===== src/rtl/output_pkg.sv =====
// output_pkg: shared state type, default widths and derived lane constants for the output fetch path
package output_pkg;
   typedef enum logic [1:0] {IDLE, RUN, DRAIN, DONE} state_t;
   localparam int DEF_BUS_W = 128;
   localparam int DEF_LANE_W = 8;
   localparam int DEF_ADDR_W = 16;
   localparam int DEF_OUT_W = 16;
   localparam int DEF_FRAME_WORDS = 19200;
   localparam int DEF_DONE_DELAY = 12;
   localparam int DEF_LANES = DEF_BUS_W / DEF_LANE_W;
   function automatic int idx_w(input int n);
      return n > 1 ? $clog2(n) : 1;
   endfunction
   localparam int DEF_LANE_IDX_W = idx_w(DEF_LANES);
endpackage


===== src/rtl/output_fetch_unpacker_buffer.sv =====
// word_unpack_buffer: cur/pre word registers emitting one tagged lane per valid/ready handshake
module word_unpack_buffer
   import output_pkg::*;
#(
   parameter int BUS_W = DEF_BUS_W,
   parameter int LANE_W = DEF_LANE_W,
   parameter int OUT_W = DEF_OUT_W
) (
   input  logic clock,
   input  logic reset_n,
   input  logic clear,
   input  logic wr_en,
   input  logic [BUS_W-1:0] wr_data,
   input  logic base_q,
   input  logic out_ready,
   output logic out_valid,
   output logic [OUT_W-1:0] out_data,
   output logic pre_valid,
   output logic last_fire
);
   localparam int LANES = BUS_W / LANE_W;
   localparam int LW = idx_w(LANES);
   localparam logic [LW-1:0] LAST_LANE = LW'(LANES - 1);
   logic [BUS_W-1:0] cur;
   logic [BUS_W-1:0] pre;
   logic [LW-1:0] lane;
   logic [LANE_W-1:0] lane_data;
   logic fire;
   logic to_cur;
   assign fire = out_valid && out_ready;
   assign last_fire = fire && lane == LAST_LANE;
   // a returning word bypasses pre whenever cur is free this cycle, keeping the stream gapless
   assign to_cur = !out_valid || (last_fire && !pre_valid);
   assign lane_data = LANE_W'(cur >> (int'(lane) * LANE_W));
   assign out_data = out_valid ? {base_q, {(OUT_W-1){1'b0}}} | OUT_W'(lane_data) : '0;
   always_ff @(posedge clock or negedge reset_n)
      if (!reset_n) begin
         cur <= '0;
         pre <= '0;
         out_valid <= 1'b0;
         pre_valid <= 1'b0;
         lane <= '0;
      end else if (clear) begin
         out_valid <= 1'b0;
         pre_valid <= 1'b0;
         lane <= '0;
      end else begin
         if (fire)
            lane <= last_fire ? '0 : lane + 1'b1;
         if (last_fire) begin
            cur <= pre;
            out_valid <= pre_valid;
            pre_valid <= 1'b0;
         end
         if (wr_en && to_cur) begin
            cur <= wr_data;
            out_valid <= 1'b1;
         end
         if (wr_en && !to_cur) begin
            pre <= wr_data;
            pre_valid <= 1'b1;
         end
      end
endmodule


===== src/rtl/output_fetch_unpacker.sv =====
// output_fetch_unpacker: streams a frame of wide memory words out as base-tagged lane beats
module output_fetch_unpacker
   import output_pkg::*;
#(
   parameter int BUS_W = DEF_BUS_W,
   parameter int LANE_W = DEF_LANE_W,
   parameter int ADDR_W = DEF_ADDR_W,
   parameter int FRAME_WORDS = DEF_FRAME_WORDS,
   parameter int OUT_W = DEF_OUT_W,
   parameter int DONE_DELAY = DEF_DONE_DELAY
) (
   input  logic clock,
   input  logic reset_n,
   input  logic start,
   input  logic base_sel,
   output logic rd_en,
   output logic [ADDR_W-1:0] rd_addr,
   input  logic [BUS_W-1:0] rd_data,
   output logic out_valid,
   input  logic out_ready,
   output logic [OUT_W-1:0] out_data,
   output logic done
);
   localparam int DW = idx_w(DONE_DELAY);
   localparam logic [ADDR_W-1:0] N_WORDS = ADDR_W'(FRAME_WORDS);
   localparam logic [ADDR_W-2:0] LAST_WORD = (ADDR_W-1)'(FRAME_WORDS - 1);
   localparam logic [DW-1:0] LAST_TICK = DW'(DONE_DELAY > 0 ? DONE_DELAY - 1 : 0);
   state_t state;
   state_t state_n;
   logic start_q;
   logic base_q;
   logic ret_q;
   logic issue;
   logic launch;
   logic pre_valid;
   logic last_fire;
   logic frame_end;
   logic [ADDR_W-1:0] issue_idx;
   logic [ADDR_W-2:0] word_idx;
   logic [DW-1:0] tick;
   assign launch = state == IDLE && start && !start_q;
   assign frame_end = last_fire && word_idx == LAST_WORD;
   always_ff @(posedge clock or negedge reset_n)
      if (!reset_n)
         state <= IDLE;
      else
         state <= state_n;
   always_comb begin
      state_n = state;
      case (state)
         IDLE: state_n = launch ? RUN : IDLE;
         RUN: state_n = !start ? IDLE : !frame_end ? RUN : DONE_DELAY == 0 ? DONE : DRAIN;
         DRAIN: state_n = !start ? IDLE : tick == LAST_TICK ? DONE : DRAIN;
         default: state_n = start ? DONE : IDLE;
      endcase
   end
   // one read outstanding at most, and only into an empty pre slot, so no word is ever overwritten
   always_comb begin
      issue = state == RUN && start && !pre_valid && !rd_en && !ret_q && issue_idx < N_WORDS;
      done = state == DONE;
   end
   always_ff @(posedge clock or negedge reset_n)
      if (!reset_n) begin
         start_q <= 1'b0;
         base_q <= 1'b0;
         rd_en <= 1'b0;
         rd_addr <= '0;
         ret_q <= 1'b0;
         issue_idx <= '0;
         word_idx <= '0;
         tick <= '0;
      end else begin
         start_q <= start;
         rd_en <= issue;
         ret_q <= rd_en && start;
         tick <= state == DRAIN ? tick + 1'b1 : '0;
         if (launch) begin
            base_q <= base_sel;
            issue_idx <= '0;
            word_idx <= '0;
         end
         if (issue) begin
            rd_addr <= {base_q, issue_idx[ADDR_W-2:0]};
            issue_idx <= issue_idx + 1'b1;
         end
         if (last_fire)
            word_idx <= word_idx + 1'b1;
      end
   word_unpack_buffer #(
      .BUS_W(BUS_W),
      .LANE_W(LANE_W),
      .OUT_W(OUT_W)
   ) u_buf (
      .clock(clock),
      .reset_n(reset_n),
      .clear(!start),
      .wr_en(ret_q && state == RUN),
      .wr_data(rd_data),
      .base_q(base_q),
      .out_ready(out_ready),
      .out_valid(out_valid),
      .out_data(out_data),
      .pre_valid(pre_valid),
      .last_fire(last_fire)
   );
endmodule


===== config.mk =====
export PLATFORM = sky130hd
export DESIGN_NAME = output_fetch_unpacker
export DESIGN_NICKNAME = d
export VERILOG_FILES = /design/src/rtl/output_pkg.sv /design/src/rtl/output_fetch_unpacker_buffer.sv /design/src/rtl/output_fetch_unpacker.sv
export SDC_FILE = /design/constraint.sdc
export NUM_CORES = 1
export LEC_CHECK = 0
export ABC_AREA = 0
export BUFFER_PORTS_ARGS = -buffer_cell sky130_fd_sc_hd__buf_4
export CORE_MARGIN = 1
export CORE_UTILIZATION = 39
export CTS_CLUSTER_DIAMETER = 200
export DETAILED_ROUTE_END_ITERATION = 7
export PLACE_DENSITY = 0.59
export SYNTH_ARGS = -nofsm -noshare
export SYNTH_HDL_FRONTEND = slang
export SYNTH_SLANG_ARGS = --single-unit

===== constraint.sdc =====
create_clock -name clock -period 2.23 [get_ports clock]
set_input_delay 0.446 -clock clock [delete_from_list [all_inputs] [get_ports clock]]
set_output_delay 0.446 -clock clock [all_outputs]
set_load 0.05 [all_outputs]

### Word level (Yosys, flattened, before mapping)

Cells that the tools add are included.

| operators by class | value |
|---|---|
| add/sub/neg operators | 4 |
| shifts and indexed selects | 1 |
| mux-type cells | 24 |
| order comparisons | 1 |
| bitwise operators | 1 |
| equal/unequal tests | 9 |
| reductions and logical operators | 28 |

Operator list:

| kind | number |
|---|---|
| 128-bit two-way mux | 2 |
| 128-bit by 7-bit right shift with 8-bit output | 1 |
| 16-bit two-way mux | 3 |
| 15-bit two-way mux | 2 |
| 16-bit by 1-bit adder with 16-bit output (second input constant) | 1 |
| 16-bit by 15-bit less-than comparator with 1-bit output (second input constant) | 1 |
| 4-bit two-way mux | 4 |
| 16-bit by 8-bit bitwise OR with 16-bit output | 1 |
| 15-bit by 1-bit adder with 15-bit output (second input constant) | 1 |
| 15-bit equality test (second input constant) | 1 |
| 1-bit logical AND | 15 |
| 4-bit by 1-bit adder with 4-bit output (second input constant) | 2 |
| 4-bit equality test (second input constant) | 2 |
| 1-bit two-way mux | 8 |
| 2-bit two-way mux | 4 |
| 1-bit zero test | 6 |
| 3-bit by 1-bit inequality test with 1-bit output (second input constant) | 2 |
| 2-bit case mux with 3 select lines | 1 |
| 2-bit nonzero test | 3 |
| 2-bit equality test (second input constant) | 2 |
| 2-bit AND reduction | 2 |
| 2-bit by 1-bit equality test with 1-bit output (second input constant) | 1 |
| 2-bit zero test | 1 |
| 2-bit by 1-bit inequality test with 1-bit output (second input constant) | 1 |
| 1-bit logical OR | 1 |

| storage, ports and cells | value |
|---|---|
| logic and storage cells | 82 |
| output and inout bits | 35 |
| register bits | 319 |
| input bits | 133 |

### Logic depth before layout (Yosys ltp)

Gate-level depths: netlist (run 1).

| depth | value |
|---|---|
| depth after elaboration | 8 |
| gate-level depth with buffers | 8 |
| depth with buffers taken out | 5 |

### Cells and area by module

From an unflattened synthesis (run 1), not the netlist that was laid out.

| second synthesis, totals | value |
|---|---|
| cell total of the unflattened synthesis | 1138 |
| area total of the unflattened synthesis | 14700.3 um2 |

Modules (own cells, without submodules):

| module | sequential area each (um2) | area each (um2) | instances | cells each |
|---|---|---|---|---|
| word_unpack_buffer | 6556.3 | 12021.5 | 1 | 860 |
| output_fetch_unpacker | 1426.4 | 2678.8 | 1 | 278 |

### Least setup slack after synthesis (run 1)

No wires, ideal clock.

| path | value |
|---|---|
| path type | reg2out |
| start | reg u_buf.lane[1] |
| end | out out_data[0] |
| buffers on the path | 2 |
| data arrival time | 2055 ps |
| slack | -271 ps |
| data required time | 1784 ps |
| stages on the path, launching flop included | 6 |
| cells stage by stage | dfrtp_1 -> clkbuf_1 -> clkbuf_1 -> mux4_2 -> mux2i_1 -> o22ai_1 |

| between the ends | value |
|---|---|
| word-level cells in the longest chain between the ends | 3 |

Ends and longest elaborated chain:

| item | line | text |
|---|---|---|
| start, declared | output_fetch_unpacker_buffer.sv:26 | `logic [LW-1:0] lane;` |
| start signal, assigned | output_fetch_unpacker_buffer.sv:49 | `lane <= last_fire ? '0 : lane + 1'b1;` |
| 128-bit by 7-bit right shift with 8-bit output | output_fetch_unpacker_buffer.sv:34 | `assign lane_data = LANE_W'(cur >> (int'(lane) * LANE_W));` |
| 16-bit by 8-bit bitwise OR with 16-bit output | output_fetch_unpacker_buffer.sv:35 | `assign out_data = out_valid ? {base_q, {(OUT_W-1){1'b0}}} \| OUT_W'(lane_data) : '0;` |
| 16-bit two-way mux | output_fetch_unpacker_buffer.sv:35 |  |
| end, declared | output_fetch_unpacker.sv:21 | `output logic [OUT_W-1:0] out_data,` |

No other way between the ends.

### Worst setup path after layout (run 1)

| path | value |
|---|---|
| start | reg u_buf.lane[0] |
| end | out out_data[4] |

Same word-level chain as after synthesis.

==> summary.txt, run 1 <==
Route
  • Ratio of routed vias to standard cells: 5.87
  • Post-detailed-route DRC marker count: 0
  • Routed Antenna Nets: 0
  • Via count of the routed design: 12200
  • Drt wl/cell: 21.7 um
  • Post-detailed-routing wire length: 45200 um
  • DRT Pass-1 Iters: 5
  • Starting DRT DRC Count: 1039

Timing
  • Slew at the pin closest to its max-slew limit: 0.999 ns
  • Final critical delay including setup and external delays: 2.81 ns
  • Period Utilization, post-route: 126%
  • Worst-case headroom to the max-slew limit: 33.4%
  • Setup tns final: -6.82 ns
  • Smallest setup slack after layout: -0.580 ns
  • Final number of setup-violating endpoints: 34
  • Number of max-slew violations in the final report: 0
  • Number of hold violations in the final report: 0
  • RSZ-0062 raised after global routing: yes
  • Fmax: 0.356 GHz
  • Skew final: 0.0191 ns

Setup path
  • Worst Path Class, Setup: reg -> out
  • Worst setup EP type: output pin
  • Sort of element at the start of the critical path: register
  • CP Data Arrival Time: 2.36 ns
  • Highest net fanout along the worst path: 9
  • Required time of the critical path: 1.78 ns

Global route
  • Remaining Overflow, GRT: 0
  • Total global routing track utilization: 22.5%
  • First-pass GRT wire length: 69900 um
  • Vias in the first global route: 11900
  • Maximum number of pins on one net before global-route repair: 103
  • Number of antenna violations at the first check in global routing: 3

Floorplan
  • Die Ht: 200 um
  • Initial standard-cell utilization of the core: 39.6%
  • Die Wd: 200 um
  • # rows: 72
  • Core area: 0.0386 mm2
  • Area of the die: 0.0400 mm2
  • Ports placed on the boundary: 168

Clock network
  • Total number of H-tree levels: 2
  • Maximum count of clock buffers along a single path: 3
  • Clock edge transition at the registers on the reported setup and hold paths: 0.06 ns
  • Source-to-sink clock delay at the later pin of the worst-skew pair: 0.55 ns
  • Clock sink count: 319
  • Number of buffers created by CTS: 36
  • Clk Tree Root Cell: clkbuf_16
  • TritonCTS clock tree: yes

Pwr
  • Worst voltage drop across the vdd grid: 0.447 mV
  • Sequential share of power: 47.2%
  • Switching part of the total: 25.9%
  • Power density over the cells: 748 mW/mm2
  • Post-route total power: 14.1 mW
  • Leakage: 8.12 nW
  • Part of the total power dissipated in combinational logic: 11.6%
  • Internal power: 10.4 mW
  • Switching power summed over all nets: 3.64 mW
  • Clock network fraction of design power: 41.2%

Synth
  • Library cells used by synthesis: 55
  • Main area contributors after synthesis: dfrtp_1 (52%), mux2_2 (9.5%), o211ai_1 (6.7%), nand4_1 (5.4%), nand2_1 (4.9%)
  • Post-synth EDFFs: 0
  • Share of flip-flops with an asynchronous set or reset after synthesis: 100%
  • Synth area leader: dfrtp_1
  • Number of warning messages in the yosys log: 0
  • Cells after Synth: 1412
  • Share of the synthesized area in the top cell type: 52.2%
  • Cell types with the highest counts after synthesis: dfrtp_1 (319), nand2_1 (200), o21ai_0 (148)
  • Syn Std Cell Area: 0.0153 mm2
  • Number of storage elements in the synthesis netlist: 319
  • Syn Area/Cell: 10.8 um2
  • Top_reg_cell synth: dfrtp_1
  • Seq/Total Area, Yosys: 52.2%
  • Most instantiated library cell after synthesis: dfrtp_1

Place
  • Placed Instances: 2014
  • Placed wire-length estimate: 27700 um
  • Placed standard-cell area: 0.0174 mm2
  • RD Place Congestion: 0.815
  • Number of buffer cells added on primary ports: 160

Finish
  • Layout cells sized above 1: 30.0%
  • Post-route insts no fill: 2086
  • Final antenna diode count: 0
  • Layout Area Growth over Synthesis: 23.0%
  • Area of all placed cells without fillers: 0.0188 mm2
  • Net count of the finished layout: 1680
  • Fill cell total of the finished layout: 3495

Flow run
  • Max Cap Viol: 0

Outcome
  • Violated checks: negative setup slack
  • Run status: finished, violations left

Hold path
  • Hold Crit Class: in -> reg
## cells by family (layout without fill, tap and decap cells)
| kind of cell | Yosys count | in the layout | share of synthesized area, % |
|---|---|---|---|
| xor+xnor | 4 | 4 | 0.229 |
| other cells | 1 | 7 | 0.0245 |
| fa+ha+maj | 4 | 4 | 0.327 |
| flops | 319 | 319 | 52.2 |
| simple gates | 415 | 415 | 13.5 |
| compound gates | 330 | 330 | 13.7 |
| buf+inv | 158 | 308 | 4.52 |
| mux | 181 | 181 | 15.5 |
## worst paths after layout
kind                                            from                   endpoint  slack (ns)  cells after the start
min in group asynchronous                    reset_n  u_buf.cur[33]$_DFFE_PN0P_        0.43                      2
max in group asynchronous                    reset_n     rd_addr[1]$_DFFE_PN0P_        1.13                      3
min reg2reg                        tick[0]$_DFF_PN0_          tick[0]$_DFF_PN0_        0.47                      1
max reg2reg                u_buf.lane[0]$_DFFE_PN0P_  u_buf.cur[69]$_DFFE_PN0P_       -0.11                     10
min                                         base_sel         base_q$_DFFE_PN0P_        0.11                      3
max                        u_buf.lane[0]$_DFFE_PN0P_                out_data[4]       -0.58                      6
## per-stage QoR
stage	worst slack, ns	util, %	hold WS [ns]
floorplan	0.0252	-	0.150
global placement	-0.114	45.1	0.393
detailed placement	-0.125	45.1	0.400
CTS	-0.605	48.3	0.0891
global route	-0.653	48.7	0.108
finish	-0.580	48.7	0.113
## area by class of cell
cell class / count / area, um2 / share of cell area [%]
Timing Repair Buffer: 231 / 2210 / 11.8
Clock inverter: 8 / 83.8 / 0.446
Sequential cell: 319 / 7980 / 42.5
Multi-Input combinational cell: 941 / 6770 / 36.0
Inverter: 14 / 53.8 / 0.286
Clock buffer: 55 / 1050 / 5.60
Tap cell: 518 / 648 / 3.45
## per-layer routing
metal	global-route usage, %	vias up	wire [um]
li1	-	5509	-
met1	32.7	6284	20400
met2	34.6	385	21000
met3	4.07	67	2760
met4	6.11	4	984
met5	0	-	22
## worst max-delay path, stage by stage (launching register included)
cell	delay, ns
dfrtp_2	0.44
buf_12	0.17
mux4_2	0.54
mux2i_2	0.20
buf_4	0.16
o22ai_2	0.10
buf_6	0.19
## timing repair
action | 4_1_cts | 5_1_grt
hold buffers | 1 | 0
setup endpoints to repair | 243 | 265
pin swaps | 1 | 1
hold endpoints to repair | 29 | 0
setup buffers | 1 | 3
cloned | 1 | 3
resized for setup | 16 | 5
## layout by cell type (no fill, tap or decap), types with 3 or more instances in the layout
master	Yosys	layout
dfrtp_1	319	318
nand2_1	200	200
buf_4	9	189
o21ai_0	148	147
o211ai_1	136	136
nand4_1	131	131
mux2_2	129	129
clkbuf_16	0	39
mux4_2	32	32
buf_12	0	23
nand3_1	22	21
mux2i_1	20	15
inv_1	13	13
nor2_1	13	12
clkbuf_1	83	11
or3_1	8	8
a21oi_1	8	8
o22ai_2	0	8
nor4_1	8	8
clkbuf_8	0	8
buf_6	2	8
conb_1	1	7
a21o_1	6	6
and2_1	5	5
clkinv_2	0	5
nor3_1	6	5
mux2i_2	0	4
or4_1	4	4
or2_2	4	4
ha_1	4	4
and3_1	4	3
o41ai_1	3	3
o311ai_0	3	3
a31oi_1	3	3
a22o_1	3	3
buf_8	0	3
buf_16	0	3
## sequential cells by signal, summed over array words and instances (netlist names)
signal,cells
base_q,1
issue_idx,16
rd_addr,16
rd_en,1
ret_q,1
start_q,1
state,2
tick,4
u_buf.cur,128
u_buf.lane,4
u_buf.out_valid,1
u_buf.pre,128
u_buf.pre_valid,1
word_idx,15
## power by group through the flow
stage,Clock [mW],Combinational [mW],Sequential (mW)
3_3_place_gp,0,1.60,6.72
2_1_floorplan,0,0.880,6.62
6_report,5.79,1.63,6.64
5_1_grt,6.14,1.80,6.68
3_5_place_dp,0,1.62,6.72
4_1_cts,5.90,1.65,6.63
Note: power is estimated with default switching activity, not from simulation.
==> run 2, diff against run 1 <==
- CELL_PAD_IN_SITES_DETAIL_PLACEMENT: unset -> 0
- CELL_PAD_IN_SITES_GLOBAL_PLACEMENT: unset -> 1
- PLACE_DENSITY: 0.59 -> 0.71
==> run 2 against run 1 <==
The flow still finishes with violations (negative setup slack). Via count is 1.6% higher. Non-clock buffer count is 1 lower. Sequential power grew 1%. Setup slack better by 0.057 ns. Global-route usage rose by 0.78 points. Wire length is 5.1% higher. Maximum frequency rose by 2.1%. Sequential cell count unchanged. Clock power about the same.
==> summary.txt, run 2 (same netlist as run 1, synthesis figures left out) <==
Outcome
  • Run status: finished, violations left (unchanged)
  • Violated checks: negative setup slack (unchanged)

Place
  • RD Place Congestion: 0.837 (was 0.815)
  • Placed standard-cell area: 0.0174 mm2 (about the same)
  • Placed Instances: 2009 (was 2014)
  • Number of buffer cells added on primary ports: 160 (unchanged)
  • Placed wire-length estimate: 28700 um (was 27700 um)

Global route
  • First-pass GRT wire length: 71900 um (was 69900 um)
  • Remaining Overflow, GRT: 0 (unchanged)
  • Total global routing track utilization: 23.3% (was 22.5%)
  • Vias in the first global route: 12000 (was 11900)
  • Maximum number of pins on one net before global-route repair: 108 (was 103)
  • Number of antenna violations at the first check in global routing: 5 (was 3)

Timing
  • Number of max-slew violations in the final report: 0 (unchanged)
  • Final number of setup-violating endpoints: 8 (was 34)
  • Smallest setup slack after layout: -0.523 ns (was -0.580 ns)
  • Number of hold violations in the final report: 0 (unchanged)
  • RSZ-0062 raised after global routing: yes (unchanged)
  • Skew final: 0.0190 ns (was 0.0191 ns)
  • Final critical delay including setup and external delays: 2.75 ns (was 2.81 ns)
  • Period Utilization, post-route: 123% (was 126%)
  • Setup tns final: -3.91 ns (was -6.82 ns)
  • Fmax: 0.363 GHz (was 0.356 GHz)
  • Worst-case headroom to the max-slew limit: 44.2% (was 33.4%)
  • Slew at the pin closest to its max-slew limit: 0.838 ns (was 0.999 ns)

Clock network
  • Number of buffers created by CTS: 37 (was 36)
  • Clk Tree Root Cell: clkbuf_16 (unchanged)
  • Maximum count of clock buffers along a single path: 3 (unchanged)
  • Source-to-sink clock delay at the later pin of the worst-skew pair: 0.54 ns (was 0.55 ns)
  • Clock sink count: 319 (unchanged)
  • TritonCTS clock tree: yes (unchanged)
  • Clock edge transition at the registers on the reported setup and hold paths: 0.06 ns (about the same)
  • Total number of H-tree levels: 2 (unchanged)

Pwr
  • Switching part of the total: 26.6% (was 25.9%)
  • Internal power: 10.4 mW (about the same)
  • Clock network fraction of design power: 41.1% (was 41.2%)
  • Leakage: 8.11 nW (was 8.12 nW)
  • Post-route total power: 14.2 mW (was 14.1 mW)
  • Switching power summed over all nets: 3.77 mW (was 3.64 mW)
  • Sequential share of power: 47.4% (was 47.2%)
  • Power density over the cells: 752 mW/mm2 (was 748 mW/mm2)
  • Worst voltage drop across the vdd grid: 0.540 mV (was 0.447 mV)
  • Part of the total power dissipated in combinational logic: 11.5% (was 11.6%)

Setup path
  • Sort of element at the start of the critical path: register (unchanged)
  • Crit-path most repeated cell: buf_6
  • Register-to-register setup slack: 0.05 ns (was -0.11 ns)
  • Highest net fanout along the worst path: 6 (was 9)
  • Worst setup EP type: output pin (unchanged)
  • Master of the slowest instance on the critical path: mux4_2 (unchanged)
  • Required time of the critical path: 1.78 ns (about the same)
  • CP Data Arrival Time: 2.31 ns (was 2.36 ns)
  • Crit path largest cell delay: 0.53 ns (was 0.54 ns)
  • Worst Path Class, Setup: reg -> out (unchanged)
  • Cell breakdown of the critical path: buf_6 > buf_16 > mux4_2 > mux2i_1 > o22ai_2 > buf_6 (was buf_12 > mux4_2 > mux2i_2 > buf_4 > o22ai_2 > buf_6)
  • Category of cells accounting for the largest share of critical-path delay: multiplexers (unchanged)
  • Number of buffers and inverters on the critical path: 3 (unchanged)

Finish
  • Util after Layout: 48.7% (about the same)
  • Most common cell after layout, fill and taps aside: dfrtp_1 (unchanged)
  • Area of all placed cells without fillers: 0.0188 mm2 (about the same)
  • Layout cells sized above 1: 30.6% (was 30.0%)
  • Layout Area Growth over Synthesis: 23.1% (was 23.0%)
  • Most frequent cells in the layout: dfrtp_1 (318), nand2_1 (200), buf_4 (188), o21ai_0 (147), o211ai_1 (136) (was dfrtp_1 (318), nand2_1 (200), buf_4 (189), o21ai_0 (147), o211ai_1 (136))
  • Net count of the finished layout: 1680 (unchanged)
  • Top flop regs: u_buf.cur: 128 flops, u_buf.pre: 128 flops (unchanged)
  • Post-route insts no fill: 2087 (was 2086)

Hold path
  • Hold Crit Class: in -> reg (unchanged)

Floorplan
  • Die Ht: 200 um (unchanged)
  • Initial standard-cell utilization of the core: 39.6% (unchanged)
  • Core area: 0.0386 mm2 (unchanged)
  • # rows: 72 (unchanged)
  • Ports placed on the boundary: 168 (unchanged)
  • Die Wd: 200 um (unchanged)
  • Area of the die: 0.0400 mm2 (unchanged)

Flow run
  • Max Cap Viol: 0 (unchanged)

Route
  • Starting DRT DRC Count: 1003 (was 1039)
  • Routed Antenna Nets: 0 (unchanged)
  • Ratio of routed vias to standard cells: 5.96 (was 5.87)
  • Post-detailed-routing wire length: 47500 um (was 45200 um)
  • Post-detailed-route DRC marker count: 0 (unchanged)
  • Via count of the routed design: 12400 (was 12200)
  • DRT Pass-1 Iters: 5 (unchanged)
  • Drt wl/cell: 22.8 um (was 21.7 um)
[run 2: cell type report]
class / instances / area, um2
fill: 3503 / 19800
sequential: 319 / 7980
multi-input combinational: 941 / 6820
timing repair buffer: 230 / 2160
clock buffer: 53 / 1070
tap: 518 / 648
clock inverter: 10 / 85.1
inverter: 14 / 53.8
antenna: 2 / 5.00
[run 2: final timing paths]
path	cells after the start	from	end
setup / recovery	6	u_buf.lane[0]$_DFFE_PN0P_	out_data[1]
hold / removal	3	base_sel	base_q$_DFFE_PN0P_
setup reg to reg	8	u_buf.lane[0]$_DFFE_PN0P_	u_buf.cur[102]$_DFFE_PN0P_
hold reg to reg	1	tick[0]$_DFF_PN0_	tick[0]$_DFF_PN0_
max in group asynchronous	3	reset_n	u_buf.pre[85]$_DFFE_PN0P_
min in group asynchronous	2	reset_n	rd_addr[7]$_DFFE_PN0P_
[run 2: power groups by stage]
| stage | Combinational, mW | Clock (mW) | Sequential, mW |
|---|---|---|---|
| floorplan | 0.880 | 0 | 6.62 |
| global placement | 1.57 | 0 | 6.80 |
| detailed placement | 1.60 | 0 | 6.78 |
| CTS | 1.65 | 5.94 | 6.69 |
| global route | 1.80 | 6.15 | 6.74 |
| finish | 1.63 | 5.82 | 6.71 |
[run 2: timing repair]
action                                 in CTS  in global routing
buffers inserted                            2                  4
setup endpoints to repair                   8                173
endpoints found under the hold margin      56                  0
cloned                                      1                  5
resized for setup                          22                 10
pin swaps                                   4                  3
hold buffers                                1                  0
[run 2: metal layers]
layer | GRT usage [%] | share of wire [%] | vias up
li1 | - | - | 5532
met1 | 33.4 | 44 | 6387
met2 | 35.4 | 46 | 431
met3 | 4.82 | 7.1 | 86
met4 | 7.46 | 2.8 | 6
met5 | 0 | 0.074 | -
[run 2: through the flow]
| step | setup WS [ns] | hold WS (ns) |
|---|---|---|
| 6_report | -0.523 | 0.114 |
| 5_1_grt | -0.553 | 0.107 |
| 4_1_cts | -0.529 | 0.0948 |
| 3_5_place_dp | -0.0187 | 0.459 |
| 3_3_place_gp | -0.0254 | 0.450 |
| 2_1_floorplan | 0.0252 | 0.150 |
[run 2: worst register-to-register path, cell delays in order (launching register included)]
cell      delay [ns]
dfrtp_2         0.43
buf_6           0.14
ha_2            0.17
buf_4           0.11
nand2_1         0.19
o22a_4          0.40
buf_12          0.22
o21ai_0         0.24
o211ai_1        0.14
